File: src/rtl/fetch_unit.sv
// Instruction fetch front end: owns the fetch PC, captures {pc, word} into a prefetch FIFO for decode.
// Latency: a word fetched at edge N heads the FIFO after edge N; a redirect flushes and its target is valid one edge later.
// Backpressure: instr_ready low holds the head; a full FIFO stops fetch and holds PC. FETCH_MISALIGN_CHECK_EN adds misaligned-redirect halt.
module fetch_unit #(
  parameter int                     DATA_WIDTH  = 32,
  parameter int                     INSTR_WIDTH = 32,
  parameter logic [INSTR_WIDTH-1:0] RESET_PC    = 32'hBFC00000,
  parameter int                     FIFO_DEPTH  = 4
) (
  input  logic                   clk,
  input  logic                   rst,
  output logic [INSTR_WIDTH-1:0] PC,
  input  logic [DATA_WIDTH-1:0]  imem_instr,
  input  logic                   redirect_valid,
  input  logic [INSTR_WIDTH-1:0] redirect_pc,
  output logic                   instr_valid,
  input  logic                   instr_ready,
  output logic [DATA_WIDTH-1:0]  instr,
  output logic [INSTR_WIDTH-1:0] instr_pc,
  output logic                   misalign
);

  localparam int                     PTR_W    = (FIFO_DEPTH > 1) ? $clog2(FIFO_DEPTH) : 1;
  localparam logic [PTR_W:0]         FULL_CNT = (PTR_W+1)'(FIFO_DEPTH);
  localparam logic [INSTR_WIDTH-1:0] PC_STEP  = INSTR_WIDTH'(4);

  typedef struct packed {
    logic [INSTR_WIDTH-1:0] pc;
    logic [DATA_WIDTH-1:0]  word;
  } entry_t;

  entry_t                 fifo_mem [FIFO_DEPTH];
  entry_t                 head;
  logic [INSTR_WIDTH-1:0] fpc;
  logic [INSTR_WIDTH-1:0] target_pc;
  logic [PTR_W-1:0]       rd_ptr;
  logic [PTR_W-1:0]       wr_ptr;
  logic [PTR_W:0]         count;
  logic                   run;
  logic                   push;
  logic                   pop;

`ifdef FETCH_MISALIGN_CHECK_EN
  typedef enum logic {RUN, HALT} mode_t;

  mode_t mode;
  mode_t mode_nxt;

  always_ff @(posedge clk) begin
    if (rst) begin
      mode <= RUN;
    end else begin
      mode <= mode_nxt;
    end
  end

  // Only a redirect can leave HALT; its alignment decides the new mode.
  always_comb begin
    mode_nxt = mode;
    if (redirect_valid) begin
      mode_nxt = (redirect_pc[1:0] != 2'b00) ? HALT : RUN;
    end
  end

  assign run       = (mode == RUN);
  assign misalign  = (mode == HALT);
  assign target_pc = redirect_pc;
`else
  assign run       = 1'b1;
  assign misalign  = 1'b0;
  assign target_pc = redirect_pc & ~INSTR_WIDTH'(3);
`endif

  assign instr_valid = (count != '0);
  assign push        = run && (count < FULL_CNT) && !redirect_valid;
  assign pop         = instr_valid && instr_ready && !redirect_valid;

  assign head     = fifo_mem[rd_ptr];
  assign instr    = head.word;
  assign instr_pc = head.pc;
  assign PC       = fpc;

  always_ff @(posedge clk) begin
    if (rst) begin
      fpc    <= RESET_PC;
      rd_ptr <= '0;
      wr_ptr <= '0;
      count  <= '0;
    end else if (redirect_valid) begin
      fpc    <= target_pc;
      rd_ptr <= '0;
      wr_ptr <= '0;
      count  <= '0;
    end else begin
      if (push) begin
        wr_ptr <= wr_ptr + PTR_W'(1);
        fpc    <= fpc + PC_STEP;
      end
      if (pop) begin
        rd_ptr <= rd_ptr + PTR_W'(1);
      end
      if (push && !pop) begin
        count <= count + (PTR_W+1)'(1);
      end else if (pop && !push) begin
        count <= count - (PTR_W+1)'(1);
      end
    end
  end

  // Storage needs no reset: count gates every read.
  always_ff @(posedge clk) begin
    if (push && !rst) begin
      fifo_mem[wr_ptr] <= {fpc, imem_instr};
    end
  end

endmodule

File: config.mk
export PLATFORM = sky130hd
export DESIGN_NAME = fetch_unit
export DESIGN_NICKNAME = d
export VERILOG_FILES = /design/src/rtl/fetch_unit.sv
export SDC_FILE = /design/constraint.sdc
export NUM_CORES = 1
export LEC_CHECK = 0
export BUFFER_PORTS_ARGS = -buffer_cell sky130_fd_sc_hd__buf_4
export CORE_MARGIN = 3
export CORE_UTILIZATION = 40
export CTS_CLUSTER_SIZE = 12
export DETAILED_ROUTE_END_ITERATION = 10
export GPL_TIMING_DRIVEN = 1
export SLEW_MARGIN = 20
export SYNTH_ARGS = -nofsm -noshare
export SYNTH_HDL_FRONTEND = slang
export SYNTH_SLANG_ARGS = --single-unit
File: constraint.sdc
create_clock -name clk -period 3.08 [get_ports clk]
set_input_delay 0.308 -clock clk [delete_from_list [all_inputs] [get_ports clk]]
set_output_delay 0.308 -clock clk [all_outputs]
set_load 0.1 [all_outputs]
==> results of run 1 <==
cell families (layout without fill, tap and decap cells):
| kind of cell | count (synthesis) | in the layout |
|---|---|---|
| simple gates | 134 | 134 |
| other cells | 1 | 5 |
| xor+xnor | 14 | 14 |
| compound gates | 48 | 48 |
| fa+ha+maj | 7 | 7 |
| buf+inv | 42 | 270 |
| mux | 65 | 65 |
| flops | 287 | 287 |
worst min path at each step:
stage / startpoint / to / slack, ns / depth (start not counted)
2_1_floorplan: imem_instr[0] / fifo_mem[0][0] / 0.41 / 0
3_3_place_gp: imem_instr[31] / fifo_mem[0][31] / 0.51 / 1
3_5_place_dp: rd_ptr[1] / register / 0.51 / 2
4_1_cts: redirect_pc[20] / PC[20] / 0.003 / 3
5_1_grt: redirect_pc[20] / PC[20] / 0.02 / 3
6_report: redirect_pc[20] / PC[20] / 0.03 / 3
timing repair:
item / CTS / global route
gates resized for setup: 0 / 0
endpoints found under the hold margin: 132 / 0
hold buffers: 36 / 0
critical path, cell delays in order (launching register included):
cell and delay [ns]:
dfxtp_4 0.63, buf_4 0.33, mux4_2 0.57, buf_4 0.26
registers in the layout, indices dropped and copies added (netlist names), named ones only:
signal,cells
rd_ptr,2
PC,30
wr_ptr,2
count,3
fifo_mem,248
cells in the mapped netlist (all sizes together) (3+ instances only):
cell type  number  area (um^2)
a211oi          8        60.06
a21oi           4        20.02
a311oi          6        52.55
a31oi           8        50.05
and2            7        43.79
and3            3        18.77
and4            3        26.28
buf            17        97.60
clkbuf         17        63.81
dfxtp          39        780.8
edfxtp        248         7447
ha              6        75.07
inv             8        30.03
mux2i           3        30.03
mux4           62         1396
nand2          20        75.07
nand2b          3        18.77
nand3          14        70.07
nand4          12        96.34
nor2           35        131.4
nor3            4        20.02
nor4            4        25.02
o21ai           8        40.04
o31ai           6        45.04
or3            11        68.82
or4            11        86.33
xnor2           3        26.28
xor2           11        96.34
layer usage:
layer / up-vias / GRT usage [%] / routed length (um) / share of wire, %
li1: 2845 / - / - / -
met3: 48 / 3.228 / 1380 / 5.7
met1: 3194 / 22.25 / 10790 / 44
met4: 0 / 4.392 / 547 / 2.2
met5: - / 0 / 0 / 0
met2: 205 / 26.16 / 11650 / 48
stage by stage:
stage	utilization [%]	std cells	setup slack, ns
2_1_floorplan	-	602	0.1810
3_3_place_gp	47.21	1110	0.7312
3_5_place_dp	47.21	1110	0.6912
4_1_cts	52.06	1202	0.3648
5_1_grt	52.06	1202	0.3139
6_report	52.06	1202	0.4521
power groups by stage:
stage          Clock [mW]  Combinational (mW)  Sequential [mW]
6_report             3.38                1.11             4.44
2_1_floorplan           0               0.618             4.68
3_3_place_gp            0                1.07             4.51
3_5_place_dp            0                1.08             4.52
4_1_cts              3.48                1.12             4.44
5_1_grt              3.65                1.16             4.45
final cells by class:
type	count	area [um^2]
fill	2241	13030
sequential	287	8235
multi-input combinational	273	2749
timing repair buffer	206	1712
clock buffer	51	930.9
tap	372	465.4
inverter	8	30.03
clock inverter	5	25.02
==> summary.md, run 1 <==
| Metric | Value |
|---|---|
| Run status | `finished clean` |
| DRT Pass-1 Iters | `4` |
| FF-to-FF path depth | `4` |
| Final hold vios | `0` |
| IO Count | `166` |
| Vias in the first global route | `6765` |
| All-Layer GR Usage | `16.06%` |
| R2r setup slk | `0.66 ns` |
| Grt ovf | `0` |
| Yosys cell types | `48` |
| Initial antenna violation count | `0` |
| Clock Latency Late Sink | `0.54 ns` |
| Cell area after synthesis | `11140 um^2` |
| Routed WL | `24370 um` |
| Critical path type | `register to output port` |
| Multiplexer share of the synthesized area | `12.80%` |
| Vias after detailed routing | `6292` |
| Clock buffer count from CTS | `30` |
| Async SR Flop Fraction | `0%` |
| N_diodes | `0` |
| Synthesized instance count | `598` |
| First-pass GRT wire length | `38170 um` |
| Post-synthesis compound-gate area fraction | `3.054%` |
| Tmin final | `2.628 ns` |
| Postcts setup bufs | `0` |
| Worst R2R Start | `PC[6]` |
| Commonest non-fill, non-tap cells in the layout | `edfxtp_1, buf_4, mux4_2, dfxtp_1, dlygate4sd3_1` |
| Post-synthesis simple-gate area fraction | `6.602%` |
| Power Dens Cells | `631.1 nW/um^2` |
| Layout Nets | `881` |
| Crit share post-route | `85.32%` |
| RD Place Congestion | `0.8404` |
| Avg Cell Area, Syn | `18.63 um^2` |
| Comb pwr share | `12.5%` |
| Yosys warns | `0` |
| Largest family of logic cells by synthesized area | `multiplexers` |
| Flop pwr share | `49.7%` |
| Hold/Removal Path Class | `input pin to register` |
| Number of I/O port buffers | `158` |
| Antenna Nets Post-Route | `0` |
| Total power | `8.929 mW` |
| Clock buffer depth | `3` |
| Peak supply drop | `0.3580 mV` |
| Row count | `60` |
| Die area | `29900 um^2` |
| Clock network fraction of design power | `37.8%` |
| Die Wd | `172.9 um` |
| CTS Sinks | `287` |
| Largest net degree at the start of global routing | `63` |
| CTS tree | `built` |
| Share of layout cells above drive strength 1 | `34.34%` |
| Clock Skew | `0.01819 ns` |
| Commonest non-fill, non-tap cell in the layout | `edfxtp_1` |
| Worst hold slack | `0.03017 ns` |
| Routed WL per cell | `20.27 um` |
| Max-cap violation count | `0` |
| Setup TNS | `0 ns` |
| Internal power | `6.671 mW` |
| Detailed placement HPWL | `15240 um` |
| XOR/XNOR Fraction of Synth Area | `1.100%` |
| Layout area overhead | `26.96%` |
| Drt drc | `0` |
| Sw Pwr | `2.258 mW` |
| Fin. max-slew vios | `0` |
| Worst Path Arrival | `2.32 ns` |
| CP endpoint kind | `output port` |
| Number of H-tree levels | `1` |
| Crit Path Max Fanout | `18` |
| Slew @ Worst Pin | `0.6552 ns` |
| RSZ-0062 raised after global routing | `false` |
| Post-synth EDFFs | `248` |
| Final setup violation count | `0` |
| Lkg Pwr | `4.795 nW` |
| Crit path capture | `instr_pc[30]` |
| Critical Path RT | `2.77 ns` |
| F_max | `380.5 MHz` |
| Synth Area in Adders | `0.8534%` |
| Switching share of power | `25.29%` |
| Root Buffer | `clkbuf_16` |
| Main synth FF type | `edfxtp_1` |
| Initial core utilization | `41.00%` |
| Die Span Y | `172.9 um` |
| Routed vias/inst | `5.235` |
| Core area | `27180 um^2` |
| Normalized max-slew margin | `56.16%` |
| Startpoint Class | `register` |
| Placed Instance Area | `12830 um^2` |
| Crit Reg-Reg Endpoint | `PC[31]` |
| Finished Cell Area | `14150 um^2` |
| Synth Register Bits | `287` |
| DR iter-0 viols | `479` |
| Worst-path clk slew | `0.06 ns` |
| Seq/Total Area, Yosys | `73.84%` |
Note: power is estimated with default switching activity, not from simulation.
==> run 2: changes to the inputs <==
==> constraint.sdc (replaced) <==
create_clock -name clk -period 3.08 [get_ports clk]
set_input_delay 0.308 -clock clk [delete_from_list [all_inputs] [get_ports clk]]
set_output_delay 0.308 -clock clk [all_outputs]
set_load 0.01 [all_outputs]
==> run 2 against run 1 <==
  * Combinational power is 49% lower
  * Core utilization fell by 0.12 points
  * Non-clock buffer count rose by 5
  * Final cell count unchanged
  * Clock-buffer cell count is 11 lower
  * Critical endpoint is now instr_pc[2]
  * Highest routed layer unchanged
==> summary.md, run 2 (synthesis results as in run 1) <==
| Metric | Value |
|---|---|
| Clock Skew | `0.01082 ns` |
| Clock buffer depth | `3` |
| CTS tree | `built` |
| Peak supply drop | `0.4405 mV` |
| Grt ovf | `0` |
| Biggest cell delay along the critical path | `0.58 ns` |
| Max FFs per register | `248` |
| Commonest non-fill, non-tap cell in the layout | `edfxtp_1` |
| CP endpoint kind | `output port` |
| First-pass GRT wire length | `38850 um` |
| Run status | `finished clean` |
| Startpoint Class | `register` |
| All-Layer GR Usage | `16.33%` |
| Setup TNS | `0 ns` |
| Drt drc | `0` |
| CP Cell Sequence | `buf_4 -> mux4_2 -> buf_4` |
| Detailed placement HPWL | `15980 um` |
| Fin. max-slew vios | `0` |
| RD Place Congestion | `0.7883` |
| Initial core utilization | `41.00%` |
| N_diodes | `0` |
| Hold/Removal Path Class | `input pin to register` |
| Vias after detailed routing | `6364` |
| Share of layout cells above drive strength 1 | `34.10%` |
| Worst Path Arrival | `2.21 ns` |
| Vias in the first global route | `6824` |
| Most used cell, CP | `buf_4` |
| Row count | `60` |
| Antenna Nets Post-Route | `0` |
| Layout Nets | `886` |
| Die Span Y | `172.9 um` |
| Layout area overhead | `26.66%` |
| Critical path type | `register to output port` |
| Largest net degree at the start of global routing | `36` |
| Postcts setup bufs | `0` |
| Root Buffer | `clkbuf_16` |
| IO Count | `166` |
| Slowest-stage cell, CP | `dfxtp_4` |
| Routed WL per cell | `20.66 um` |
| Routed vias/inst | `5.295` |
| Crit share post-route | `81.84%` |
| Slew @ Worst Pin | `0.7565 ns` |
| Routed WL | `24830 um` |
| Normalized max-slew margin | `49.38%` |
| Clock Latency Late Sink | `0.54 ns` |
| Clock buffer count from CTS | `30` |
| Top reg by flops | `fifo_mem` |
| Max-cap violation count | `0` |
| Total power | `8.263 mW` |
| Commonest non-fill, non-tap cells in the layout | `edfxtp_1, buf_4, mux4_2, dfxtp_1, dlygate4sd3_1` |
| Lkg Pwr | `4.788 nW` |
| DR iter-0 viols | `449` |
| Critical Path RT | `2.77 ns` |
| Pre-CTS setup slack | `0.6374 ns` |
| Number of H-tree levels | `1` |
| Final hold vios | `0` |
| Initial antenna violation count | `0` |
| Number of I/O port buffers | `158` |
| Setup ws final | `0.5593 ns` |
| Die area | `29900 um^2` |
| F_max | `396.7 MHz` |
| DRT Pass-1 Iters | `5` |
| Tmin final | `2.521 ns` |
| Die Wd | `172.9 um` |
| Core area | `27180 um^2` |
| Power Dens Cells | `585.5 nW/um^2` |
| Final setup violation count | `0` |
| RSZ-0062 raised after global routing | `false` |
| Worst-path clk slew | `0.06 ns` |
| CTS Sinks | `287` |
| Crit Path Max Fanout | `16` |
[run 2: changes by cell type in the layout (fill, tap and decap cells not counted), sizes merged]
cell	change
clkbuf	-11
clkinv	+6
buf	+4
bufinv	+1
clkinvlp	-1
dlygate4sd3	+1
[run 2: layout make-up]
class                      instances  area (um^2)
timing repair buffer             211         1752
multi-input combinational        273         2749
clock inverter                    11        72.57
tap                              372        465.4
inverter                           8        30.03
fill                            2240        13060
sequential                       287         8235
clock buffer                      40        809.5
[run 2: repair_timing]
item	4_1_cts	5_1_grt
resized for setup	0	0
endpoints found under the hold margin	133	0
endpoints found under the setup margin	0	0
hold buffers	37	0
[run 2: per-stage QoR]
| stage | area [um^2] | hold slack [ns] | util (%) | std cells |
|---|---|---|---|---|
| CTS | 14110 | 0.0005561 | 51.93 | 1202 |
| detailed placement | 12860 | 0.5116 | 47.33 | 1114 |
| global route | 14110 | 0.02750 | 51.93 | 1202 |
| finish | 14110 | 0.03709 | 51.93 | 1202 |
| global placement | 12860 | 0.5082 | 47.33 | 1114 |
| floorplan | 11160 | 0.4069 | - | 602 |
[run 2: routing by layer]
layer	global-route usage (%)	vias up	share of wire [%]
met1	22.59	3247	45
met3	3.140	49	5.4
li1	-	2857	-
met5	0	-	0
met2	26.52	211	47
met4	4.932	0	2.6
[run 2: final timing paths]
kind | start | to | slack, ns | cells past startpoint
worst max register to register | PC[5] | PC[31] | 0.71 | 4
worst min register to register | rd_ptr[1] | register | 0.53 | 2
worst max-delay path | register | instr_pc[2] | 0.56 | 3
worst min-delay path | redirect_pc[18] | PC[18] | 0.04 | 3
[run 2: worst max-delay path: cells and delay by family, from the launching register on]
family | cells | cell delay [ns]
buf+inv | 2 | 0.52
flops | 1 | 0.58
mux | 1 | 0.58
[run 2: power by group]
part	internal [mW]	switching, mW
Combinational	0.296	0.275
Sequential	4.34	0.0959
Clock	1.90	1.36
==> run 3: changes to the inputs <==
- clock period: 3.08 -> 2.55 ns (I/O delays scaled with it)
==> run 3 against run 2 <==
  * Die area did not move
  * Via count rose by 0.85%
  * Sequential power rose by 21%
  * Largest power group unchanged
==> summary.md, run 3 (synthesis results as in run 1) <==
| Metric | Value |
|---|---|
| Met2 Usage GRT | `27.15%` |
| Detailed placement HPWL | `15990 um` |
| Slew @ Worst Pin | `0.6214 ns` |
| Clock buffer count from CTS | `29` |
| Power Dens Cells | `693.0 nW/um^2` |
| Number of I/O port buffers | `158` |
| Worst-path clk slew | `0.06 ns` |
| RD Place Congestion | `0.7885` |
| Worst hold slack | `0.03436 ns` |
| Top reg by flops | `fifo_mem` |
| Tmin final | `2.370 ns` |
| Flop pwr share | `53.6%` |
| Worst Path Arrival | `2.12 ns` |
| FILL cells | `2238` |
| Initial antenna violation count | `0` |
| Die Wd | `172.9 um` |
| Largest net degree at the start of global routing | `46` |
| CTS Sinks | `287` |
| Vias after detailed routing | `6418` |
| Internal power | `7.881 mW` |
| Max FFs per register | `248` |
| DR iter-0 viols | `454` |
| Layout Nets | `910` |
| Resized Gates After CTS | `0` |
| Crit share post-route | `92.96%` |
| Postcts setup bufs | `0` |
| Row count | `60` |
| Number of H-tree levels | `1` |
| Routed WL per cell | `20.28 um` |
| R2r setup slk | `0.29 ns` |
| Met1 GRT Util | `22.19%` |
| Share of layout cells above drive strength 1 | `33.57%` |
| Die Span Y | `172.9 um` |
| Commonest non-fill, non-tap cell in the layout | `edfxtp_1` |
| N_diodes | `0` |
| Routed WL | `24950 um` |
| DRT Pass-1 Iters | `5` |
| Final setup violation count | `0` |
| F_max | `421.9 MHz` |
| Hold/Removal Path Class | `input pin to register` |
| Sw Pwr | `2.092 mW` |
| Lkg Pwr | `4.896 nW` |
| Peak supply drop | `0.4886 mV` |
| Die area | `29900 um^2` |
| Run status | `finished clean` |
| Clock network fraction of design power | `39.0%` |
| Setup TNS | `0 ns` |
| Final hold vios | `0` |
| Startpoint Class | `register` |
| First-pass GRT wire length | `38540 um` |
| Comb pwr share | `7.5%` |
| RSZ-0062 raised after global routing | `false` |
| Fin. max-slew vios | `0` |
| Layout area overhead | `29.14%` |
| Top Usage Layer GRT | `met2` |
| CP endpoint kind | `output port` |
| Clock Skew | `0.01529 ns` |
| Root Buffer | `clkbuf_16` |
| Max-cap violation count | `0` |
| Switching share of power | `20.97%` |
| Met3 usage | `3.667%` |
| Antenna Nets Post-Route | `0` |
| Normalized max-slew margin | `58.19%` |
| Vias in the first global route | `6869` |
| Routed vias/inst | `5.218` |
| FF/Latch Area | `8235 um^2` |
| All-Layer GR Usage | `16.25%` |
| Grt ovf | `0` |
| Core area | `27180 um^2` |
| CTS tree | `built` |
| Critical path type | `register to output port` |
| Critical Path RT | `2.30 ns` |
| Clock buffer depth | `3` |
| Multi-input logic area | `2749 um^2` |
| IO Count | `166` |
| Clock Latency Late Sink | `0.54 ns` |
| Initial core utilization | `41.00%` |
| Commonest non-fill, non-tap cells in the layout | `edfxtp_1, buf_4, mux4_2, dlygate4sd3_1, dfxtp_1` |
| Drt drc | `0` |
| Crit Path Max Fanout | `17` |
[run 3: final cells by class]
class,instances,area share [%]
inverters,8,0.2087
clock buffers,50,5.660
repair buffers,236,14.22
flip-flops and latches,287,57.23
clock inverters,4,0.3391
well taps,372,3.234
multi-input cells,273,19.10
[run 3: stage by stage]
stage	worst slack, ns	util (%)	cell area [um^2]	std cells	power [mW]
CTS	0.09314	52.95	14390	1230	10.11
global route	0.03369	52.95	14390	1230	10.38
detailed placement	0.3135	47.75	12980	1121	6.124
floorplan	0.3745	-	11160	602	5.726
finish	0.1796	52.95	14390	1230	9.972
global placement	0.3518	47.75	12980	1121	6.093
[run 3: worst paths after layout]
path | from | to | cells past startpoint
min | redirect_pc[13] | PC[13] | 3
max | register | instr_pc[5] | 3
max reg2reg | count[0] | count[2] | 8
min reg2reg | rd_ptr[1] | rd_ptr[1] | 2
[run 3: power groups by stage]
stage	clock network, mW	registers [mW]	logic [mW]
floorplan	0	5.43	0.297
global placement	0	5.43	0.666
detailed placement	0	5.44	0.682
CTS	4.01	5.34	0.754
global route	4.22	5.36	0.805
finish	3.89	5.34	0.743
[run 3: repair_timing]
item                                    4_1_cts  5_1_grt
endpoints found under the hold margin       151        0
hold buffers                                 55        0
endpoints found under the setup margin        0        0
[run 3: worst max-delay path: stages, from the launching register on]
cell     delay [ns]
dfxtp_4        0.60
buf_12         0.25
mux4_2         0.55
buf_4          0.16
[run 3: routing by layer]
metal	vias to the layer above	part of all wire [%]
li1	2893	-
met1	3272	42
met2	224	49
met3	29	6.6
met4	0	1.5
met5	-	0
